$ cat config.mk
export PLATFORM = sky130hd
export DESIGN_NAME = program_sequencer_verilog
export DESIGN_NICKNAME = d
export VERILOG_FILES = /design/src/rtl/program_sequencer_verilog_pkg.sv /design/src/rtl/program_sequencer_verilog_decode.sv /design/src/rtl/program_sequencer_verilog.sv
export SDC_FILE = /design/constraint.sdc
export NUM_CORES = 1
export LEC_CHECK = 0
export BUFFER_PORTS_ARGS = -buffer_cell sky130_fd_sc_hd__buf_2
export CAP_MARGIN = 5
export CORE_MARGIN = 4
export CORE_UTILIZATION = 53
export CTS_BUF_LIST = sky130_fd_sc_hd__clkbuf_8
export CTS_CLUSTER_DIAMETER = 40
export CTS_CLUSTER_SIZE = 28
export DETAILED_ROUTE_END_ITERATION = 8
export HOLD_SLACK_MARGIN = 0.12
export PLACE_DENSITY = 0.9
export SKIP_LAST_GASP = 1
export SYNTH_ARGS = -nofsm -noshare
export SYNTH_HDL_FRONTEND = slang
export SYNTH_SLANG_ARGS = --single-unit
$ cat constraint.sdc
create_clock -name clk -period 2.1 [get_ports clk]
set_clock_uncertainty 0.15 [all_clocks]
set_input_delay 0.105 -clock clk [delete_from_list [all_inputs] [get_ports clk]]
set_output_delay 0.105 -clock clk [all_outputs]
set_load 0.05 [all_outputs]
$ cat src/rtl/program_sequencer_verilog_pkg.sv
`default_nettype none
// ============================================================================
// Module      : program_sequencer_verilog_pkg
// Description : Shared state encoding, control-class opcodes and helpers for
//               the program sequencer.
// Revision    : 1.0 - initial release
// ============================================================================
package program_sequencer_verilog_pkg;

  typedef enum logic [2:0] {
    ST_IDLE   = 3'd0,
    ST_FETCH  = 3'd1,
    ST_WAIT   = 3'd2,
    ST_ISSUE  = 3'd3,
    ST_HALTED = 3'd4
  } state_t;

  // Operator class owned by the sequencer; every other class goes to the datapath.
  localparam logic [3:0] c_class_ctrl = 4'hF;

  // Control sub-operations carried in operator[11:8].
  localparam logic [3:0] c_subop_nop  = 4'h0;
  localparam logic [3:0] c_subop_jmp  = 4'h1;
  localparam logic [3:0] c_subop_brf  = 4'h2;
  localparam logic [3:0] c_subop_brnf = 4'h3;
  localparam logic [3:0] c_subop_halt = 4'hF;

  // True when an operator class is forwarded to the datapath.
  function automatic logic f_is_issue(input logic [3:0] i_cls);
    return (i_cls != c_class_ctrl);
  endfunction

endpackage
`default_nettype wire

$ cat src/rtl/program_sequencer_verilog_decode.sv
`default_nettype none
// ============================================================================
// Module      : program_sequencer_verilog_decode
// Description : Combinational next-PC / halt decode of the registered
//               instruction fields (jump, flag branches, halt).
// Revision    : 1.0 - initial release
// ============================================================================
module program_sequencer_verilog_decode
  import program_sequencer_verilog_pkg::*;
#(
  parameter int PC_WIDTH = 8
) (
  input  logic [3:0]          i_class,
  input  logic [3:0]          i_subop,
  input  logic [1:0]          i_flag_sel,
  input  logic [PC_WIDTH-1:0] i_target,
  input  logic [3:0]          i_flags,
  input  logic [PC_WIDTH-1:0] i_pc,
  output logic [PC_WIDTH-1:0] o_next_pc,
  output logic                o_is_halt
);

  logic [PC_WIDTH-1:0] w_pc_inc;
  logic                w_flag;

  // Sequential fall-through wraps modulo 2^PC_WIDTH.
  assign w_pc_inc = i_pc + PC_WIDTH'(1);
  assign w_flag   = i_flags[i_flag_sel];

  // Select the next PC; unknown control sub-ops fall through like NOP.
  always_comb begin
    o_next_pc = w_pc_inc;
    o_is_halt = 1'b0;
    if (i_class == c_class_ctrl) begin
      case (i_subop)
        c_subop_jmp:  o_next_pc = i_target;
        c_subop_brf:  if (w_flag)  o_next_pc = i_target;
        c_subop_brnf: if (!w_flag) o_next_pc = i_target;
        c_subop_halt: begin
          o_next_pc = i_pc;
          o_is_halt = 1'b1;
        end
        default:      o_next_pc = w_pc_inc;
      endcase
    end
  end

endmodule
`default_nettype wire

$ cat src/rtl/program_sequencer_verilog.sv
`default_nettype none
// ============================================================================
// Module      : program_sequencer_verilog
// Description : Instruction fetch/issue sequencer. Fetches from a synchronous
//               ROM (one cycle latency), issues datapath ops for one cycle,
//               executes jump/branch/halt locally and counts retirements.
// Revision    : 1.0 - initial release
// ============================================================================
module program_sequencer_verilog
  import program_sequencer_verilog_pkg::*;
#(
  parameter int DATA_WIDTH    = 16,
  parameter int PC_WIDTH      = 8,
  parameter int RETIRED_WIDTH = 16
) (
  input  logic                    clk,
  input  logic                    reset,
  input  logic                    i_start,
  output logic [PC_WIDTH-1:0]     o_instr_addr,
  input  logic [2*DATA_WIDTH-1:0] i_instr_data,
  input  logic [3:0]              i_alu_flags,
  output logic [DATA_WIDTH-1:0]   o_operator,
  output logic [DATA_WIDTH-1:0]   o_operand,
  output logic [PC_WIDTH-1:0]     o_pc,
  output logic                    o_busy,
  output logic                    o_halted,
  output logic [RETIRED_WIDTH-1:0] o_retired
);

  // Datapath ignores class-F operators, so this is driven whenever nothing issues.
  localparam logic [DATA_WIDTH-1:0] c_nop_operator = {4'hF, {(DATA_WIDTH-4){1'b0}}};

  state_t                   r_state;
  logic [PC_WIDTH-1:0]      r_pc;
  logic [RETIRED_WIDTH-1:0] r_retired;
  logic [DATA_WIDTH-1:0]    r_operator;
  logic [DATA_WIDTH-1:0]    r_operand;
  logic [3:0]               r_class;
  logic [3:0]               r_subop;
  logic [1:0]               r_flag_sel;
  logic [PC_WIDTH-1:0]      r_target;

  logic [3:0]               w_rom_class;
  logic [PC_WIDTH-1:0]      w_next_pc;
  logic                     w_is_halt;

  assign w_rom_class = i_instr_data[2*DATA_WIDTH-1 -: 4];

  program_sequencer_verilog_decode #(
    .PC_WIDTH (PC_WIDTH)
  ) u_decode (
    .i_class    (r_class),
    .i_subop    (r_subop),
    .i_flag_sel (r_flag_sel),
    .i_target   (r_target),
    .i_flags    (i_alu_flags),
    .i_pc       (r_pc),
    .o_next_pc  (w_next_pc),
    .o_is_halt  (w_is_halt)
  );

  // Main FSM: state, PC, retire counter and the registered issue outputs.
  always_ff @(posedge clk) begin
    if (!reset) begin
      r_state    <= ST_IDLE;
      r_pc       <= '0;
      r_retired  <= '0;
      r_operator <= c_nop_operator;
      r_operand  <= '0;
      r_class    <= c_class_ctrl;
      r_subop    <= c_subop_nop;
      r_flag_sel <= '0;
      r_target   <= '0;
    end else begin
      case (r_state)
        ST_IDLE, ST_HALTED: begin
          if (i_start) begin
            r_state   <= ST_FETCH;
            r_pc      <= '0;
            r_retired <= '0;
          end
        end
        ST_FETCH: r_state <= ST_WAIT;
        ST_WAIT: begin
          // ROM word is valid now; load the outputs so they show during ISSUE.
          r_class    <= w_rom_class;
          r_subop    <= i_instr_data[2*DATA_WIDTH-5 -: 4];
          r_flag_sel <= i_instr_data[DATA_WIDTH+1:DATA_WIDTH];
          r_target   <= i_instr_data[PC_WIDTH-1:0];
          if (f_is_issue(w_rom_class)) begin
            r_operator <= i_instr_data[2*DATA_WIDTH-1:DATA_WIDTH];
            r_operand  <= i_instr_data[DATA_WIDTH-1:0];
          end else begin
            r_operator <= c_nop_operator;
            r_operand  <= '0;
          end
          r_state <= ST_ISSUE;
        end
        ST_ISSUE: begin
          r_operator <= c_nop_operator;
          r_operand  <= '0;
          r_pc       <= w_next_pc;
          if (r_retired != '1) r_retired <= r_retired + RETIRED_WIDTH'(1);
          r_state    <= w_is_halt ? ST_HALTED : ST_FETCH;
        end
        default: r_state <= ST_IDLE;
      endcase
    end
  end

  assign o_instr_addr = r_pc;
  assign o_pc         = r_pc;
  assign o_operator   = r_operator;
  assign o_operand    = r_operand;
  assign o_retired    = r_retired;
  assign o_busy       = (r_state == ST_FETCH) || (r_state == ST_WAIT) || (r_state == ST_ISSUE);
  assign o_halted     = (r_state == ST_HALTED);

endmodule
`default_nettype wire

==> reports/qor.csv, run 1 <==
stage;metric;value;unit
worst_setup_path;Critical Path End Type;flip-flop;
die;die area;7810;um^2
drt;Vias/cell;5.52;
worst_setup_path;CP startpoint kind;flip-flop;
global_routing;largest net degree at the start of global routing;54;
worst_setup_path;Crit Path Class;reg2reg;
drt;Total Wirelength;9.18;mm
finish;antenna cell count;0;
yosys;Post-synth EDFFs;0;
run;Max Cap Viol;0;
sta;Max Fclk;0.499;GHz
yosys;synth warn;0;
worst_setup_path;worst reg2reg startpoint;r_state[1];
finish;Final Net Count;554;
finish;filler cell count;456;
finish;Synth-to-Final Area Change;32.9;%
die;Die Width;88.4;um
drt;WL/cell;15.4;um
hold_path;hold depth;2;
finish;Final Util;72.1;%
place;post-place setup slack;147;ps
sta;post-layout minimum cycle time;2000;ps
clock_tree;H-tree levels;3;
die;num rows;29;
yosys;synthesized area;3420;um^2
die;# IOs;105;
sta;Max-slew headroom;69.0;%
yosys;mean area per synthesized cell;8.92;um^2
yosys;Synth area leaders;dfxtp_1 45%, a22oi_1 6.1%, nand2_1 5.8%, nor2b_1 5.5%, nor2_1 3.4%;
clock_tree;postcts setup bufs;0;
clock_tree;Reg clk slew, reported paths;90;ps
place;Final Wtd Congestion;0.920;
clock_tree;CTS sink count;77;
status;status;finished, final reports clean;
worst_setup_path;R2R setup slack;100;ps
worst_setup_path;crit path from;r_state[1];
sta;worst setup margin;97.5;ps
clock_tree;TritonCTS clock tree;built;
pwr;Leak;1.87;nW
place;HPWL Detailed;5.70;mm
pwr;pwr dens;946;nW/um^2
place;Buffers on Ports;104;
yosys;Seq/Total Area, Yosys;45.0;%
sta;setup_tns;0;ps
drt;Residual DRC;0;
yosys;top-count cell post-synth;dfxtp_1;
global_routing;remaining global-route overflow;0;
die;Die Y;88.4;um
global_routing;first-pass GRT wire length;14.7;mm
yosys;Async SR Flop Fraction;0;%
sta;actual slew at the worst max-slew pin;463;ps
worst_setup_path;r2r worst-path depth;6;
yosys;commonest register cell after synthesis;dfxtp_1;
hold_path;hold_sp;r_target[1];
yosys;top post-synthesis cells by count;77 x dfxtp_1, 53 x nand2_1, 31 x nor2_1, 30 x nor2b_1, 28 x a22oi_1;
clock_tree;Max Root-Sink Buffers;2;
yosys;Gate Count Post-Synth;384;
clock_tree;CTS buffer count;9;
sta;Setup violations, final;0;
global_routing;initial antenna violation count;0;
pwr;Max IR drop VDD;0.620;mV
hold_path;Worst Hold Class;reg2reg;
pwr;Power Total;4.31;mW
worst_setup_path;worst flop-to-flop path endpoint;o_operator[2];
drt;drt first pass iters;5;
yosys;synth unique cells;49;
worst_setup_path;Max Fanout on Critical Path;28;
clock_tree;clock latency at the later pin of the worst-skew pair;360;ps
finish;layout cells sized above 1;28.4;%
clock_tree;Clock Tree Root;clkbuf_8;
sta;Slew Viols, Final;0;
worst_setup_path;WP data arrival;2120;ps
sta;RSZ-0062 raised after global routing;false;
yosys;top cell type's share of synthesized area;45.0;%
hold_path;WHS Endpoint;r_target[1];
global_routing;gr usage total;23.9;%
sta;hold violation count in the final report;0;
sta;Final period util;95.4;%
yosys;register bit count reported by yosys;77;
drt;Starting DRT DRC Count;149;
drt;Final ANT Viol Nets;0;
yosys;syn_nets;425;
worst_setup_path;Crit path required time;2210;ps
die;Initial Util;54.2;%
drt;routed via count;3282;
die;core area;6310;um^2
yosys;Yosys top cell by area;dfxtp_1;
global_routing;vias in the first global route;3175;
## through the flow
step / area (um^2) / hold slack [ps] / std cells
global route: 4550 / 337 / 595
finish: 4550 / 320 / 595
global placement: 3960 / 212 / 545
CTS: 4530 / 322 / 595
detailed placement: 3960 / 223 / 545
floorplan: 3430 / 99.9 / 384
## what timing repair did
action                                  4_1_cts  5_1_grt
hold endpoints to repair                     54        0
hold buffers                                 34        0
resized for setup                             0        4
endpoints found under the setup margin        0        6
## state kept, by name, summed over array words and instances (netlist names)
| signal | cells |
|---|---|
| r_flag_sel | 2 |
| o_instr_addr | 8 |
| r_class | 4 |
| r_state | 3 |
| o_operand | 16 |
| o_operator | 16 |
| r_target | 8 |
| r_subop | 4 |
| o_retired | 16 |
## placed cells by master (no fill, tap or decap), drive strengths merged, types with 3 or more instances in the layout
| cell | instances |
|---|---|
| a32oi | 6 |
| and2 | 3 |
| a21boi | 14 |
| nand3b | 4 |
| nor4 | 8 |
| or3 | 3 |
| a22oi | 28 |
| dfxtp | 77 |
| nand2 | 53 |
| xnor2 | 12 |
| nor3 | 3 |
| mux2i | 3 |
| a21oi | 8 |
| o21ai | 9 |
| clkbuf | 10 |
| buf | 113 |
| inv | 5 |
| and3 | 4 |
| nand3 | 9 |
| and4 | 4 |
| nor2 | 31 |
| a211o | 6 |
| nor2b | 30 |
| o22ai | 3 |
| nand2b | 11 |
| a211oi | 3 |
| dlygate4sd3 | 34 |
## cells by family (layout without fill, tap and decap cells)
logic type	count (synthesis)	count (layout)	share of synthesized area (%)
DFF	77	77	45.0
muxes	3	3	0.877
buffers and inverters	32	166	4.97
AOI/OAI and AO/OA	86	86	19.1
xor gates and xnor gates	12	12	3.07
and+or+nand+nor	172	172	26.2
adders and majority gates	2	2	0.731
## metal layers
| layer | vias to the layer above | track usage [%] | wire (um) |
|---|---|---|---|
| li1 | 1600 | - | - |
| met1 | 1539 | 29.3 | 3930 |
| met2 | 129 | 41.1 | 4450 |
| met3 | 14 | 5.49 | 655 |
| met4 | 0 | 8.38 | 142 |
| met5 | - | 0 | 0 |
## critical path, stage by stage (launching register included)
cell,delay [ps]
dfxtp_1,510
and2b_1,300
nand2b_1,160
a41oi_4,190
buf_6,250
a22oi_1,140
nor2b_1,210
## power breakdown
part	internal (mW)	switching (mW)
clock network	0.714	0.580
registers	1.62	0.129
logic	0.396	0.868
total	2.73	1.58
## worst max path at each step
stage / endpoint / cells past startpoint / slack [ps]
after floorplan: o_retired[3] / 6 / 20
after global placement: o_retired[5] / 5 / 250
after detailed placement: o_retired[13] / 5 / 150
after CTS: o_retired[11] / 5 / 130
after global routing: o_retired[0] / 6 / 3
final: o_operator[2] / 6 / 100
## final cells by class
type / instances / area [um^2] / share of cell area (%)
inverters: 3 / 11.3 / 0.247
multi-input cells: 275 / 1730 / 38.1
clock inverters: 6 / 93.8 / 2.06
clock buffers: 10 / 138 / 3.02
well taps: 77 / 96.3 / 2.12
flip-flops and latches: 77 / 1550 / 34.0
repair buffers: 147 / 932 / 20.5
Power figures use the tool's default switching activity.
==> inputs of run 2 (changes only) <==
--- a/config.mk
+++ b/config.mk
@@ -6,7 +6,6 @@
 export NUM_CORES = 1
 export LEC_CHECK = 0
 export BUFFER_PORTS_ARGS = -buffer_cell sky130_fd_sc_hd__buf_2
-export CAP_MARGIN = 5
 export CORE_MARGIN = 4
 export CORE_UTILIZATION = 53
 export CTS_BUF_LIST = sky130_fd_sc_hd__clkbuf_8
@@ -15,6 +14,7 @@
 export DETAILED_ROUTE_END_ITERATION = 8
 export HOLD_SLACK_MARGIN = 0.12
 export PLACE_DENSITY = 0.9
+export REMOVE_ABC_BUFFERS = 1
 export SKIP_LAST_GASP = 1
 export SYNTH_ARGS = -nofsm -noshare
 export SYNTH_HDL_FRONTEND = slang
==> reports/qor.csv, run 2 (same netlist as run 1, synthesis figures left out) <==
stage;metric;value;unit;change
clock_tree;CTS sink count;77;;unchanged
worst_setup_path;CP startpoint kind;flip-flop;;
worst_setup_path;Max Fanout on Critical Path;10;;-64%
clock_tree;H-tree levels;3;;unchanged
clock_tree;Reg clk slew, reported paths;70;ps;-20 ps
drt;Residual DRC;0;;unchanged
global_routing;largest net degree at the start of global routing;33;;-39%
finish;final instance area;4500;um^2;-1.2%
worst_setup_path;CP Cell Sequence;nand3b_1, a21oi_1, nand2b_1, a21oi_1, or3_1;;
clock_tree;TritonCTS clock tree;built;;
sta;Slew Viols, Final;0;;unchanged
place;Final Wtd Congestion;0.835;;-9.2%
place;post-place setup slack;84.0;ps;-63.0 ps
hold_path;Worst Hold Class;reg2reg;;
finish;antenna cell count;0;;unchanged
worst_setup_path;WP data arrival;2020;ps;-100 ps
pwr;Seq pwr share;42.9;%;+2.3 points
die;Die Y;88.4;um;unchanged
sta;worst setup margin;157;ps;+59.8 ps
finish;most common cell after layout, fill and taps aside;buf_2;;
die;Die Width;88.4;um;unchanged
finish;filler cell count;462;;+1.3%
die;core area;6310;um^2;unchanged
drt;Total Wirelength;9.34;mm;+1.8%
finish;Final Net Count;554;;unchanged
finish;Reg area;1540;um^2;-0.40%
sta;RSZ-0062 raised after global routing;false;;
global_routing;vias in the first global route;3162;;-0.41%
drt;drt first pass iters;5;;unchanged
worst_setup_path;Critical Path End Type;flip-flop;;
worst_setup_path;Largest stage delay, worst path;510;ps;about the same
die;Initial Util;54.2;%;unchanged
drt;routed via count;3299;;+0.52%
global_routing;first-pass GRT wire length;15.3;mm;+4.2%
finish;fin cells;593;;-0.34%
global_routing;remaining global-route overflow;0;;unchanged
clock_tree;CTS buffer count;9;;unchanged
die;die area;7810;um^2;unchanged
clock_tree;Clock Tree Root;clkbuf_8;;
pwr;Power Internal;2.56;mW;-6.4%
pwr;clock power share;25.6;%;-4.4 points
place;HPWL Detailed;5.79;mm;+1.5%
pwr;sw frac;37.2;%;+0.59 points
run;Max Cap Viol;0;;unchanged
pwr;combinational share of power;31.5;%;+2.2 points
clock_tree;postcts setup bufs;0;;unchanged
worst_setup_path;Crit path required time;2170;ps;-40 ps
finish;Final Util;71.2;%;-0.83 points
pwr;pwr dens;904;nW/um^2;-4.4%
place;Buffers on Ports;104;;unchanged
sta;hold violation count in the final report;0;;unchanged
pwr;switching pwr;1.51;mW;-4.0%
drt;Starting DRT DRC Count;168;;+13%
worst_setup_path;Crit Path Class;reg2reg;;
pwr;Max IR drop VDD;0.656;mV;+5.9%
clock_tree;Max Root-Sink Buffers;2;;unchanged
worst_setup_path;Critical Path Most Common Cell;a21oi_1;;
place;Post-Place Cells;545;;unchanged
worst_setup_path;crit path buf inv count;0;;-1
finish;area of the multi-input gates;1730;um^2;about the same
worst_setup_path;Critical Path Slowest Stage Cell;dfxtp_1;;
die;# IOs;105;;unchanged
finish;commonest non-fill, non-tap cells in the layout;104 x buf_2, 77 x dfxtp_1, 53 x nand2_1;;
die;num rows;29;;unchanged
worst_setup_path;Top delay family on crit path;simple AND/OR/NAND/NOR gates;;
sta;Max Fclk;0.515;GHz;+3.1%
drt;WL/cell;15.8;um;+2.1%
global_routing;initial antenna violation count;0;;unchanged
finish;layout cells sized above 1;27.1;%;-1.2 points
pwr;Leak;1.84;nW;-1.3%
sta;Max-slew headroom;70.8;%;+1.8 points
drt;Final ANT Viol Nets;0;;unchanged
clock_tree;clock latency at the later pin of the worst-skew pair;340;ps;-20 ps
sta;Setup violations, final;0;;unchanged
finish;Synth-to-Final Area Change;31.3;%;
sta;post-layout minimum cycle time;1940;ps;-59.8 ps
sta;Final period util;92.5;%;-2.8 points
sta;actual slew at the worst max-slew pin;436;ps;-26.8 ps
place;DP Area;3970;um^2;+0.19%
status;status;finished, final reports clean;;
sta;worst hold margin;318;ps;-2.80 ps
global_routing;gr usage total;24.9;%;+1.0 points
drt;Vias/cell;5.56;;+0.86%
[run 2: repair_timing]
item,4_1_cts,5_1_grt
hold endpoints to repair,54,0
setup endpoints to repair,0,6
hold buffers,34,0
gates resized for setup,0,2
[run 2: final timing paths]
check,from,end,slack (ps),cells after the start
max reg2reg,r_state[0],o_instr_addr[0],160,5
min,r_target[1],r_target[1],320,2
min reg2reg,r_target[1],r_target[1],320,2
max,r_state[0],o_instr_addr[0],160,5
[run 2: per-stage QoR]
step | power, mW | setup TNS (ps)
finish | 4.07 | 0
global route | 4.26 | 0
CTS | 4.04 | 0
detailed placement | 2.96 | 0
global placement | 2.93 | 0
floorplan | 2.59 | -13790
[run 2: final cells by class]
| type | count | area share (%) |
|---|---|---|
| inverters | 3 | 0.250 |
| clock buffers | 9 | 2.75 |
| multi-input cells | 275 | 38.5 |
| flip-flops and latches | 77 | 34.3 |
| clock inverters | 5 | 1.20 |
| well taps | 77 | 2.14 |
| repair buffers | 147 | 20.9 |
[run 2: worst reg2reg max path, cell delays in order, from the launching register on]
cell and delay [ps]:
dfxtp_1 510, nand3b_1 260, a21oi_1 340, nand2b_1 160, a21oi_1 60, or3_1 350
[run 2: routing by layer]
layer	track usage, %	routed length [um]	vias to the layer above	share of wire [%]
met4	11.5	191	0	2.0
li1	-	-	1602	-
met3	6.15	633	24	6.8
met2	41.5	4690	127	50
met1	30.1	3830	1546	41
met5	0	0	-	0
[run 2: power by group through the flow]
stage	Combinational (mW)	Sequential (mW)	Clock, mW
global route	1.38	1.76	1.12
global placement	1.17	1.75	0
CTS	1.26	1.73	1.05
detailed placement	1.20	1.76	0
floorplan	0.515	2.07	0
finish	1.28	1.74	1.04
